**src/rtl/map_merger_pkg.sv**
```systemverilog
// map_merger_pkg: shared state encoding, lane count and int8 saturation limits.
package map_merger_pkg;
  typedef enum logic {IDLE, RUN} state_t;
  localparam int LANES = 4;
  localparam logic signed [7:0] INT8_MAX = 8'sh7f;
  localparam logic signed [7:0] INT8_MIN = 8'sh80;
  localparam logic signed [32:0] SAT_MAX = 33'sd127;
  localparam logic signed [32:0] SAT_MIN = -33'sd128;
endpackage

```
**src/rtl/map_merger_quant.sv**
```systemverilog
// map_merger_quant: bias add, optional ReLU, floor shift and int8 saturation of one psum.
module map_merger_quant
  import map_merger_pkg::*;
(
  input  logic [31:0] psum_i,
  input  logic [31:0] bias_i,
  input  logic [4:0]  shift_i,
  input  logic        relu_en_i,
  output logic [7:0]  q_o
);
  logic signed [32:0] s, r, sh;
  // 33 bits so psum + bias can never wrap
  assign s  = $signed({psum_i[31], psum_i}) + $signed({bias_i[31], bias_i});
  assign r  = (relu_en_i && s[32]) ? '0 : s;
  assign sh = r >>> shift_i;
  assign q_o = sh > SAT_MAX ? INT8_MAX : sh < SAT_MIN ? INT8_MIN : sh[7:0];
endmodule

```
**src/rtl/map_merger.sv**
```systemverilog
// map_merger: packs four beats of two requantised psums into 64-bit int8 words
// and streams them to the output buffer at consecutive addresses.
module map_merger
  import map_merger_pkg::*;
#(
  parameter int ADDR_W = 32
) (
  input  logic              clk,
  input  logic              rst_n,
  input  logic              cfg_start,
  input  logic [ADDR_W-1:0] cfg_base_addr,
  input  logic [15:0]       cfg_len,
  input  logic [31:0]       cfg_bias,
  input  logic [4:0]        cfg_shift,
  input  logic              cfg_relu_en,
  input  logic [63:0]       psum_acc2map_merger_data,
  input  logic              psum_acc2map_merger_vld,
  output logic              psum_acc2map_merger_rdy,
  output logic [ADDR_W-1:0] map_merger2obuf_addr,
  output logic [63:0]       map_merger2obuf_data,
  output logic              map_merger2obuf_vld,
  input  logic              map_merger2obuf_rdy,
  output logic              busy,
  output logic              done
);
  state_t state_q, state_d;
  logic [ADDR_W-1:0] base_q, base_d, addr_q, addr_d;
  logic [15:0] len_q, len_d, issued_q, issued_d, hs_q, hs_d;
  logic [31:0] bias_q, bias_d;
  logic [4:0]  shift_q, shift_d;
  logic        relu_q, relu_d, vld_q, vld_d, done_q, done_d;
  logic [1:0]  lane_q, lane_d;
  logic [47:0] acc_q, acc_d;
  logic [63:0] data_q, data_d;
  logic [7:0]  q_lo, q_hi;
  logic        run, beat, out_hs;

  map_merger_quant u_quant_lo (.psum_i(psum_acc2map_merger_data[31:0]), .bias_i(bias_q),
    .shift_i(shift_q), .relu_en_i(relu_q), .q_o(q_lo));
  map_merger_quant u_quant_hi (.psum_i(psum_acc2map_merger_data[63:32]), .bias_i(bias_q),
    .shift_i(shift_q), .relu_en_i(relu_q), .q_o(q_hi));

  assign run    = state_q == RUN;
  // the word-completing beat needs the output register free (or freeing this cycle)
  assign psum_acc2map_merger_rdy = run && (lane_q != 2'(LANES - 1) || !vld_q || map_merger2obuf_rdy)
                                   && issued_q < len_q;
  assign beat   = psum_acc2map_merger_vld && psum_acc2map_merger_rdy;
  assign out_hs = vld_q && map_merger2obuf_rdy;
  assign map_merger2obuf_addr = addr_q;
  assign map_merger2obuf_data = data_q;
  assign map_merger2obuf_vld  = vld_q;
  assign busy = run;
  assign done = done_q;

  always_comb begin
    state_d  = state_q;
    base_d   = base_q;
    len_d    = len_q;
    bias_d   = bias_q;
    shift_d  = shift_q;
    relu_d   = relu_q;
    lane_d   = lane_q;
    issued_d = issued_q;
    hs_d     = hs_q;
    acc_d    = acc_q;
    data_d   = data_q;
    addr_d   = addr_q;
    vld_d    = vld_q;
    done_d   = 1'b0;
    if (state_q == IDLE) begin
      if (cfg_start) begin
        base_d   = cfg_base_addr;
        len_d    = cfg_len;
        bias_d   = cfg_bias;
        shift_d  = cfg_shift;
        relu_d   = cfg_relu_en;
        lane_d   = '0;
        issued_d = '0;
        hs_d     = '0;
        state_d  = cfg_len != 16'd0 ? RUN : IDLE;
        done_d   = cfg_len == 16'd0;
      end
    end else begin
      if (out_hs) begin
        vld_d = 1'b0;
        hs_d  = hs_q + 16'd1;
        if (hs_q == len_q - 16'd1) begin
          state_d = IDLE;
          done_d  = 1'b1;
        end
      end
      if (beat) begin
        lane_d = lane_q + 2'd1;
        if (lane_q == 2'(LANES - 1)) begin
          data_d   = {q_hi, q_lo, acc_q};
          addr_d   = base_q + ADDR_W'({issued_q, 3'b000});
          vld_d    = 1'b1;
          issued_d = issued_q + 16'd1;
        end else acc_d[{lane_q, 4'b0000} +: 16] = {q_hi, q_lo};
      end
    end
  end

  always_ff @(posedge clk or negedge rst_n) begin
    if (!rst_n) begin
      state_q  <= IDLE;
      base_q   <= '0;
      len_q    <= '0;
      bias_q   <= '0;
      shift_q  <= '0;
      relu_q   <= 1'b0;
      lane_q   <= '0;
      issued_q <= '0;
      hs_q     <= '0;
      acc_q    <= '0;
      data_q   <= '0;
      addr_q   <= '0;
      vld_q    <= 1'b0;
      done_q   <= 1'b0;
    end else begin
      state_q  <= state_d;
      base_q   <= base_d;
      len_q    <= len_d;
      bias_q   <= bias_d;
      shift_q  <= shift_d;
      relu_q   <= relu_d;
      lane_q   <= lane_d;
      issued_q <= issued_d;
      hs_q     <= hs_d;
      acc_q    <= acc_d;
      data_q   <= data_d;
      addr_q   <= addr_d;
      vld_q    <= vld_d;
      done_q   <= done_d;
    end
  end
endmodule

```
**config.mk**
```make
export PLATFORM = sky130hd
export DESIGN_NAME = map_merger
export DESIGN_NICKNAME = d
export VERILOG_FILES = /design/src/rtl/map_merger_pkg.sv /design/src/rtl/map_merger_quant.sv /design/src/rtl/map_merger.sv
export SDC_FILE = /design/constraint.sdc
export NUM_CORES = 1
export LEC_CHECK = 0
export BUFFER_PORTS_ARGS = -buffer_cell sky130_fd_sc_hd__buf_2
export CAP_MARGIN = 10
export CORE_UTILIZATION = 61
export CTS_CLUSTER_DIAMETER = 120
export DETAILED_ROUTE_END_ITERATION = 10
export PLACE_DENSITY = 0.83
export SLEW_MARGIN = 40
export SYNTH_ARGS = -nofsm -noshare
export SYNTH_HDL_FRONTEND = slang
export SYNTH_SLANG_ARGS = --single-unit
```
**constraint.sdc**
```tcl
create_clock -name clk -period 5.1 [get_ports clk]
set_clock_uncertainty 0.15 [all_clocks]
set_input_delay 0 -clock clk [delete_from_list [all_inputs] [get_ports clk]]
set_output_delay 0 -clock clk [all_outputs]
set_load 0.05 [all_outputs]
```
==> impl_results.md, run 1 <==
- #FFs+latches synth: 267
- Port Buf Inserts: 254
- Clock Tree Buf Depth: 3
- Top cells by area, synth: dfrtp_1 (30%), nand2_1 (11%), ha_1 (5.8%), o21ai_0 (4.3%), nor2_1 (3.5%)
- Largest net degree at the start of global routing: 150
- Synth cell count leaders: nand2_1 (619), dfrtp_1 (267), nor2_1 (206), o21ai_0 (188), a21oi_1 (154)
- CTS buffer count: 28
- Die Span Y: 192 um
- Asr flop ratio synth: 100%
- Die X-Extent: 192 um
- RePlAce Congestion: 1.09
- Sequential area share after synthesis: 30.2%
- Initial core utilization: 62.1%
- Num rows: 69
- CTS H-tree lvls: 1
- Synth Flop Type: dfrtp_1
- CTS sink count: 267
- EDFF count, synth: 0
- Mapped Nets: 3116
- Mapped Area: 22100 um2
- Post-detail-place hpwl: 66300 um
- Gr usage total: 64.9%
- GRT overflow: 4
- Yosys top cell area share: 30.2%
- Yosys warnings: 0
- Ports: 255
- Area post-placement: 25100 um2
- Cell taking the most area after synthesis: dfrtp_1
- Most numerous cell in the Yosys netlist: nand2_1
- Post-synthesis cell count: 2856
- Error: [ERROR GRT-0232] Routing congestion too high. Check the congestion heatmap in the GUI.
- Status: did not finish
- Synth Area per Inst: 7.74 um2
- Cell variety after synth: 105
- Exit stage: 5_1_grt
- Clock Tree Root: clkbuf_16
-- stage by stage --
step,setup slack [ns],util (%),cells
2_1_floorplan,0.430,-,2856
3_3_place_gp,-0.290,70.4,3627
3_5_place_dp,-0.259,70.5,3628
4_1_cts,0.00212,77.0,3805
-- logic make-up after synthesis --
family / Yosys count / share of synthesized area, %
buffers and inverters: 243 / 4.51
DFF: 267 / 30.2
adders and majority gates: 105 / 6.05
AOI/OAI and AO/OA: 885 / 28.3
and+or+nand+nor: 1218 / 24.8
xor gates and xnor gates: 89 / 3.53
muxes: 49 / 2.59
-- what timing repair did --
action | 4_1_cts
gates cloned | 0
gates resized for setup | 24
hold buffers | 122
setup endpoints to repair | 56
hold endpoints to repair | 386
pin swaps | 5
buffers inserted | 3
-- layer usage --
layer / overflow / track usage [%]
met1: 0 / 70.0
met4: 2 / 52.0
met3: 1 / 43.6
met5: 0 / 15.2
met2: 1 / 85.9
==> run 2, diff against run 1 <==
--- a/config.mk
+++ b/config.mk
@@ -7,10 +7,9 @@
 export LEC_CHECK = 0
 export BUFFER_PORTS_ARGS = -buffer_cell sky130_fd_sc_hd__buf_2
 export CAP_MARGIN = 10
-export CORE_UTILIZATION = 61
-export CTS_CLUSTER_DIAMETER = 120
+export CORE_UTILIZATION = 40
 export DETAILED_ROUTE_END_ITERATION = 10
-export PLACE_DENSITY = 0.83
+export PLACE_DENSITY_LB_ADDON = 0.15
 export SLEW_MARGIN = 40
 export SYNTH_ARGS = -nofsm -noshare
 export SYNTH_HDL_FRONTEND = slang
==> run 2 against run 1 <==
Compared with the run above: the flow now finishes without violations; synthesized area unchanged; synthesized cell count is the same.
==> impl_results.md, run 2 <==
- Die Span Y: 237 um
- EDFF count, synth: 0
- Cell taking the most area after synthesis: dfrtp_1
- Final Max Slew Viols: 0
- Most frequent cells in the layout: nand2_1 (617), buf_4 (374), dfrtp_1 (256)
- Mapped Area: 22100 um2
- R2R Setup Slk: 0.02 ns
- Synth Area per Inst: 7.74 um2
- Vias in the first global route: 25100
- Number of diodes: 0
- Final setup margin: 0.0179 ns
- Core Area: 54200 um2
- DR DRC count: 0
- Hold endpoint: base_q[5]$_DFFE_PN0P_
- Port Buf Inserts: 254
- CTS tree: yes
- Clock Tree Root: clkbuf_16
- Crit Path Max Fanout: 7
- Die footprint: 56200 um2
- Synth Flop Type: dfrtp_1
- Vias per std cell: 6.06
- Cell variety after synth: 105
- Final nets: 3790
- Pleak: 14.0 nW
- # fillers: 4999
- Commonest non-fill, non-tap cell in the layout: nand2_1
- Clk pin slew, worst setup/hold paths: 0.06 ns
- Post-detail-place hpwl: 73200 um
- Yosys warnings: 0
- 1st-pass router iterations: 6
- Final period utilization: 99.6%
- Num rows: 85
- Initial antenna violation count: 1
- # setup viols final: 0
- Register-to-Register Path Depth: 15
- Clk_lat worst skew: 0.60 ns
- Die X-Extent: 237 um
- #FFs+latches synth: 267
- Max frequency: 197 MHz
- Hold Crit Class: in -> reg
- Register area: 6700 um2
- Largest register FFs: 64
- GRT overflow: 0
- Ports: 255
- Top cells by area, synth: dfrtp_1 (30%), nand2_1 (11%), ha_1 (5.8%), o21ai_0 (4.3%), nor2_1 (3.5%)
- Min Tclk post-route: 5.08 ns
- Largest net degree at the start of global routing: 160
- Via count: 25700
- FF-to-FF Start: bias_q[6]$_DFFE_PN0P_
- Worst EP required: 5.40 ns
- Status: finished clean
- RSZ-0062 raised after global routing: yes
- Post-synthesis cell count: 2856
- Worst hold path depth: 4
- Setup TNS: 0 ns
- Worst Path Arrival: 5.38 ns
- Area taken by multi-input logic gates: 15800 um2
- Worst R2R End: acc_q[32]$_DFFE_PN0P_
- Critical path capture point type: flop
- Setup WS pre-CTS: -0.356 ns
- Critical path type: reg -> reg
- Asr flop ratio synth: 100%
- Layout cells sized above 1: 28.1%
- Worst ir drop on vdd: 0.294 mV
- Clock Tree Buf Depth: 3
- Slew @ Worst Pin: 0.871 ns
- Max-Cap Viols: 0
- Min-delay src: cfg_base_addr[5]
- Wire length of the first global-routing pass: 149000 um
- Syn-to-layout area delta: 39.4%
- Final WL: 97400 um
- DRT iter0 DRCs: 2424
- Initial core utilization: 40.7%
- CP Launch Type: flop
- Synth cell count leaders: nand2_1 (619), dfrtp_1 (267), nor2_1 (206), o21ai_0 (188), a21oi_1 (154)
- RePlAce Congestion: 1.02
- Final hold violations: 0
- Sequential area share after synthesis: 30.2%
- Most numerous cell in the Yosys netlist: nand2_1
- Routed Antenna Nets: 0
- Crit path from: bias_q[6]$_DFFE_PN0P_
- CTS buffer count: 30
- CTS sink count: 267
- Mapped Nets: 3116
- Gr usage total: 33.8%
- Yosys top cell area share: 30.2%
- P per Cell Area: 423 nW/um2
- CTS H-tree lvls: 1
- Max_slew headroom: 41.7%
- WL/cell: 22.9 um
## run 2: cell counts after synthesis
Identical to the previous run, type by type.
## run 2: worst max-delay path: stages, from the launching register on
cell and delay [ns]:
dfrtp_2 0.48, ha_4 0.28, a2111oi_4 0.43, o21ai_4 0.17, buf_4 0.18, a2111oi_4 0.37
nor4bb_4 0.10, a221o_1 0.34, or4_4 0.55, nor2_4 0.12, o32ai_2 0.10, a2111o_1 0.45
nor4_4 0.33, a41oi_4 0.22, a311o_1 0.42, a32o_1 0.24
## run 2: layer usage
metal	up-vias	GRT usage, %	share of wire [%]
met2	1072	55.1	46
li1	11900	-	-
met3	190	5.12	7.1
met5	-	0	0.013
met1	12600	46.5	44
met4	2	8.48	2.7
## run 2: worst max-delay path by stage
stage                                           end  slack [ns]
4_1_cts                       acc_q[32]$_DFFE_PN0P_      -0.007
3_3_place_gp   map_merger2obuf_data[48]$_DFFE_PN0P_       -0.40
5_1_grt        map_merger2obuf_data[60]$_DFFE_PN0P_       -0.06
2_1_floorplan  map_merger2obuf_data[60]$_DFFE_PN0P_        0.43
6_report                      acc_q[32]$_DFFE_PN0P_        0.02
3_5_place_dp   map_merger2obuf_data[52]$_DFFE_PN0P_       -0.36
## run 2: layout make-up
cell class	instances	area share, %
Timing Repair Buffer	820	19.9
Tap cell	696	2.83
Multi-Input combinational cell	2346	51.5
Clock inverter	15	0.394
Clock buffer	41	2.87
Sequential cell	267	21.7
Inverter	65	0.792
## run 2: cells by family (layout without fill, tap and decap cells)
logic type	after synthesis	count (layout)	synth area share, %
muxes	49	49	2.59
AOI/OAI and AO/OA	885	885	28.3
xor gates and xnor gates	89	89	3.53
DFF	267	267	30.2
adders and majority gates	105	105	6.05
buffers and inverters	243	941	4.51
and+or+nand+nor	1218	1218	24.8
## run 2: per-stage QoR
step | total power [mW] | cell area [um2] | util (%) | hold WS, ns | std cells
finish | 13.0 | 30800 | 56.8 | 0.0226 | 4250
global route | 13.7 | 30800 | 56.8 | 0.0265 | 4250
CTS | 12.5 | 29300 | 54.1 | 0.000307 | 4220
detailed placement | 10.1 | 26300 | 48.5 | -0.183 | 3986
global placement | 10.0 | 26300 | 48.5 | -0.186 | 3986
floorplan | 7.32 | 22100 | - | -0.446 | 2856
## run 2: report_power, final
part           switching [mW]  internal (mW)
registers               0.464           2.70
clock network           0.933           1.26
logic                    4.87           2.79
total                    6.26           6.75
## run 2: timing repair
item | 4_1_cts | 5_1_grt
pin swaps | 15 | 77
endpoints found under the hold margin | 387 | 0
gates resized for setup | 55 | 246
hold buffers | 175 | 0
setup endpoints to repair | 56 | 56
buffers inserted | 3 | 30
Power figures use the tool's default switching activity.
==> run 3, diff against run 2 <==
--- a/config.mk
+++ b/config.mk
@@ -7,6 +7,7 @@
 export LEC_CHECK = 0
 export BUFFER_PORTS_ARGS = -buffer_cell sky130_fd_sc_hd__buf_2
 export CAP_MARGIN = 10
+export CORE_ASPECT_RATIO = 0.7
 export CORE_UTILIZATION = 40
 export DETAILED_ROUTE_END_ITERATION = 10
 export PLACE_DENSITY_LB_ADDON = 0.15
==> run 3 against run 2 <==
Compared with the run above: the run now ends with negative hold slack, negative setup slack left; critical path depth increased by 3; clock power increased by 2%; final cell count up 6.4%; utilization rose by 3.4 points; sequential cell count stayed put; critical endpoint is now map_merger2obuf_data[60]$_DFFE_PN0P_; largest cell class unchanged; largest power group unchanged.
==> impl_results.md, run 3 (synthesis gave the netlist of run 2 again) <==
- Status: finished, violations left
- Failing checks: negative hold slack, negative setup slack
- Slowest stage delay, CP: 0.46 ns
- Clk_lat worst skew: 0.62 ns
- 1st-pass router iterations: 5
- RSZ-0062 raised after global routing: yes
- Largest register FFs: 64
- Wire length of the first global-routing pass: 162000 um
- Pleak: 15.2 nW
- Layout cells sized above 1: 31.7%
- RePlAce Congestion: 1.04
- Core Area: 54100 um2
- CTS buffer count: 29
- Max frequency: 193 MHz
- Critical path's top delay family: compound AO/OA/AOI/OAI gates
- Met2 GRT Util: 53.3%
- Clock Tree Buf Depth: 3
- CTS tree: yes
- WHS: -0.00451 ns
- Clk pin slew, worst setup/hold paths: 0.07 ns
- Die X-Extent: 283 um
- # fillers: 4730
- Worst EP required: 5.43 ns
- Max-Cap Viols: 0
- Setup WS pre-CTS: -0.256 ns
- Min Tclk post-route: 5.19 ns
- CTS sink count: 267
- Worst Path Arrival: 5.52 ns
- Commonest non-fill, non-tap cell in the layout: nand2_1
- CP most frequent cell: buf_6
- Via count: 27300
- Num rows: 71
- Syn-to-layout area delta: 47.4%
- Routed Antenna Nets: 0
- Slowest CP cell: o41a_1
- Die footprint: 56200 um2
- Initial core utilization: 40.8%
- Initial antenna violation count: 1
- Crit path buf inv count: 3
- Gr usage total: 37.6%
- CP cell instances: ha_4 > buf_6 > nand4_1 > o22ai_2 > a211oi_2 > buf_4 > a21o_1 > o41a_1 > a21oi_2 > o31ai_2 > o311a_1 > a221o_1 > a2111o_1 > a311o_1 > o41ai_4 > buf_6 > o21ai_4 > mux2_4
- Post-detail-place hpwl: 82200 um
- Slew @ Worst Pin: 0.906 ns
- Vias in the first global route: 26000
- Met1 Use GR: 56.8%
- CTS H-tree lvls: 1
- Worst ir drop on vdd: 0.346 mV
- Die Span Y: 199 um
- Number of diodes: 0
- Most frequent cells in the layout: nand2_1 (615), buf_4 (590), dfrtp_1 (261)
- Max_slew headroom: 39.3%
- Busiest metal layer after global routing: met1
- DR DRC count: 0
- Vias per std cell: 6.05
- Final Max Slew Viols: 0
- Critical path capture point type: flop
- CP Launch Type: flop
- Hold Crit Class: in -> reg
- Final nets: 4028
- P per Cell Area: 424 nW/um2
- # setup viols final: 20
- Critical path type: reg -> reg
- Port Buf Inserts: 254
- Crit Path Max Fanout: 7
- GRT overflow: 0
- WL/cell: 24.2 um
- Ports: 255
- Clock Tree Root: clkbuf_16
- Final period utilization: 102%
- Final setup margin: -0.0891 ns
- Largest net degree at the start of global routing: 123
- Pwr Total: 13.8 mW
- DRT iter0 DRCs: 3110
- GR Util met3: 9.72%
- Final WL: 109000 um
- Final hold violations: 1
[run 3: cell types whose count changed in the layout (fill, tap and decap cells not counted), moves of 4 or more]
cell           before  now
buf_4             374  590
buf_6               9   14
clkbuf_8            7    3
dfrtp_1           256  261
dfrtp_2            11    6
dlygate4sd3_1     174  188
ha_1               71   80
ha_2               12    7
ha_4               19   15
nor2_1            195  199
o21ai_0           167  163
o21ai_1            32   39
[run 3: worst paths after layout]
path | startpoint | endpoint | slack, ns | cells after the start
min in group asynchronous | rst_n | bias_q[31]$_DFFE_PN0P_ | 0.52 | 4
worst max register to register | bias_q[11]$_DFFE_PN0P_ | map_merger2obuf_data[60]$_DFFE_PN0P_ | -0.09 | 18
worst max-delay path | bias_q[11]$_DFFE_PN0P_ | map_merger2obuf_data[60]$_DFFE_PN0P_ | -0.09 | 18
worst min-delay path | cfg_bias[25] | bias_q[25]$_DFFE_PN0P_ | -0.005 | 4
worst min register to register | acc_q[47]$_DFFE_PN0P_ | map_merger2obuf_data[47]$_DFFE_PN0P_ | 0.31 | 2
max in group asynchronous | rst_n | acc_q[47]$_DFFE_PN0P_ | 3.68 | 4
[run 3: through the flow]
step	TNS, ns	area [um2]	std cells	util [%]
after floorplan	0	22100	2856	-
after detailed placement	-8.68	28100	4243	51.9
after global routing	-6.00	32600	4520	60.2
after CTS	0	31300	4489	57.9
final	-0.774	32600	4520	60.2
after global placement	-9.20	28100	4243	51.9
[run 3: layer usage]
| metal | vias up | wire, um |
|---|---|---|
| li1 | 12400 | - |
| met1 | 13400 | 50200 |
| met2 | 1391 | 44800 |
| met3 | 114 | 12600 |
| met4 | 2 | 1750 |
| met5 | - | 13 |
[run 3: timing repair]
action                     CTS  global route
hold endpoints to repair   223             0
pin swaps                   22            63
setup endpoints to repair   56            56
hold buffers               189             0
resized for setup           69           203
cloned                       0             2
buffers inserted             4            31
[run 3: area by class of cell]
class	instances	area [um2]	share of cell area, %
Clock inverter	17	195	0.599
Clock buffer	36	782	2.40
Multi-Input combinational cell	2346	15700	48.3
Tap cell	730	913	2.81
Inverter	65	244	0.749
Timing Repair Buffer	1059	8020	24.6
Sequential cell	267	6690	20.5
[run 3: where the power goes]
group / total, mW / internal, mW / switching [mW]
Clock: 2.25 / 1.25 / 0.997
Sequential: 3.14 / 2.69 / 0.444
Combinational: 8.41 / 3.19 / 5.23
[run 3: worst register-to-register path, cell delays in order (launching register included)]
cell and delay (ns):
dfrtp_2 0.45, ha_4 0.31, buf_6 0.09, nand4_1 0.24, o22ai_2 0.32, a211oi_2 0.14, buf_4 0.18, a21o_1 0.21
o41a_1 0.47, a21oi_2 0.25, o31ai_2 0.08, o311a_1 0.18, a221o_1 0.43, a2111o_1 0.31, a311o_1 0.37, o41ai_4 0.34
buf_6 0.18, o21ai_4 0.07, mux2_4 0.28
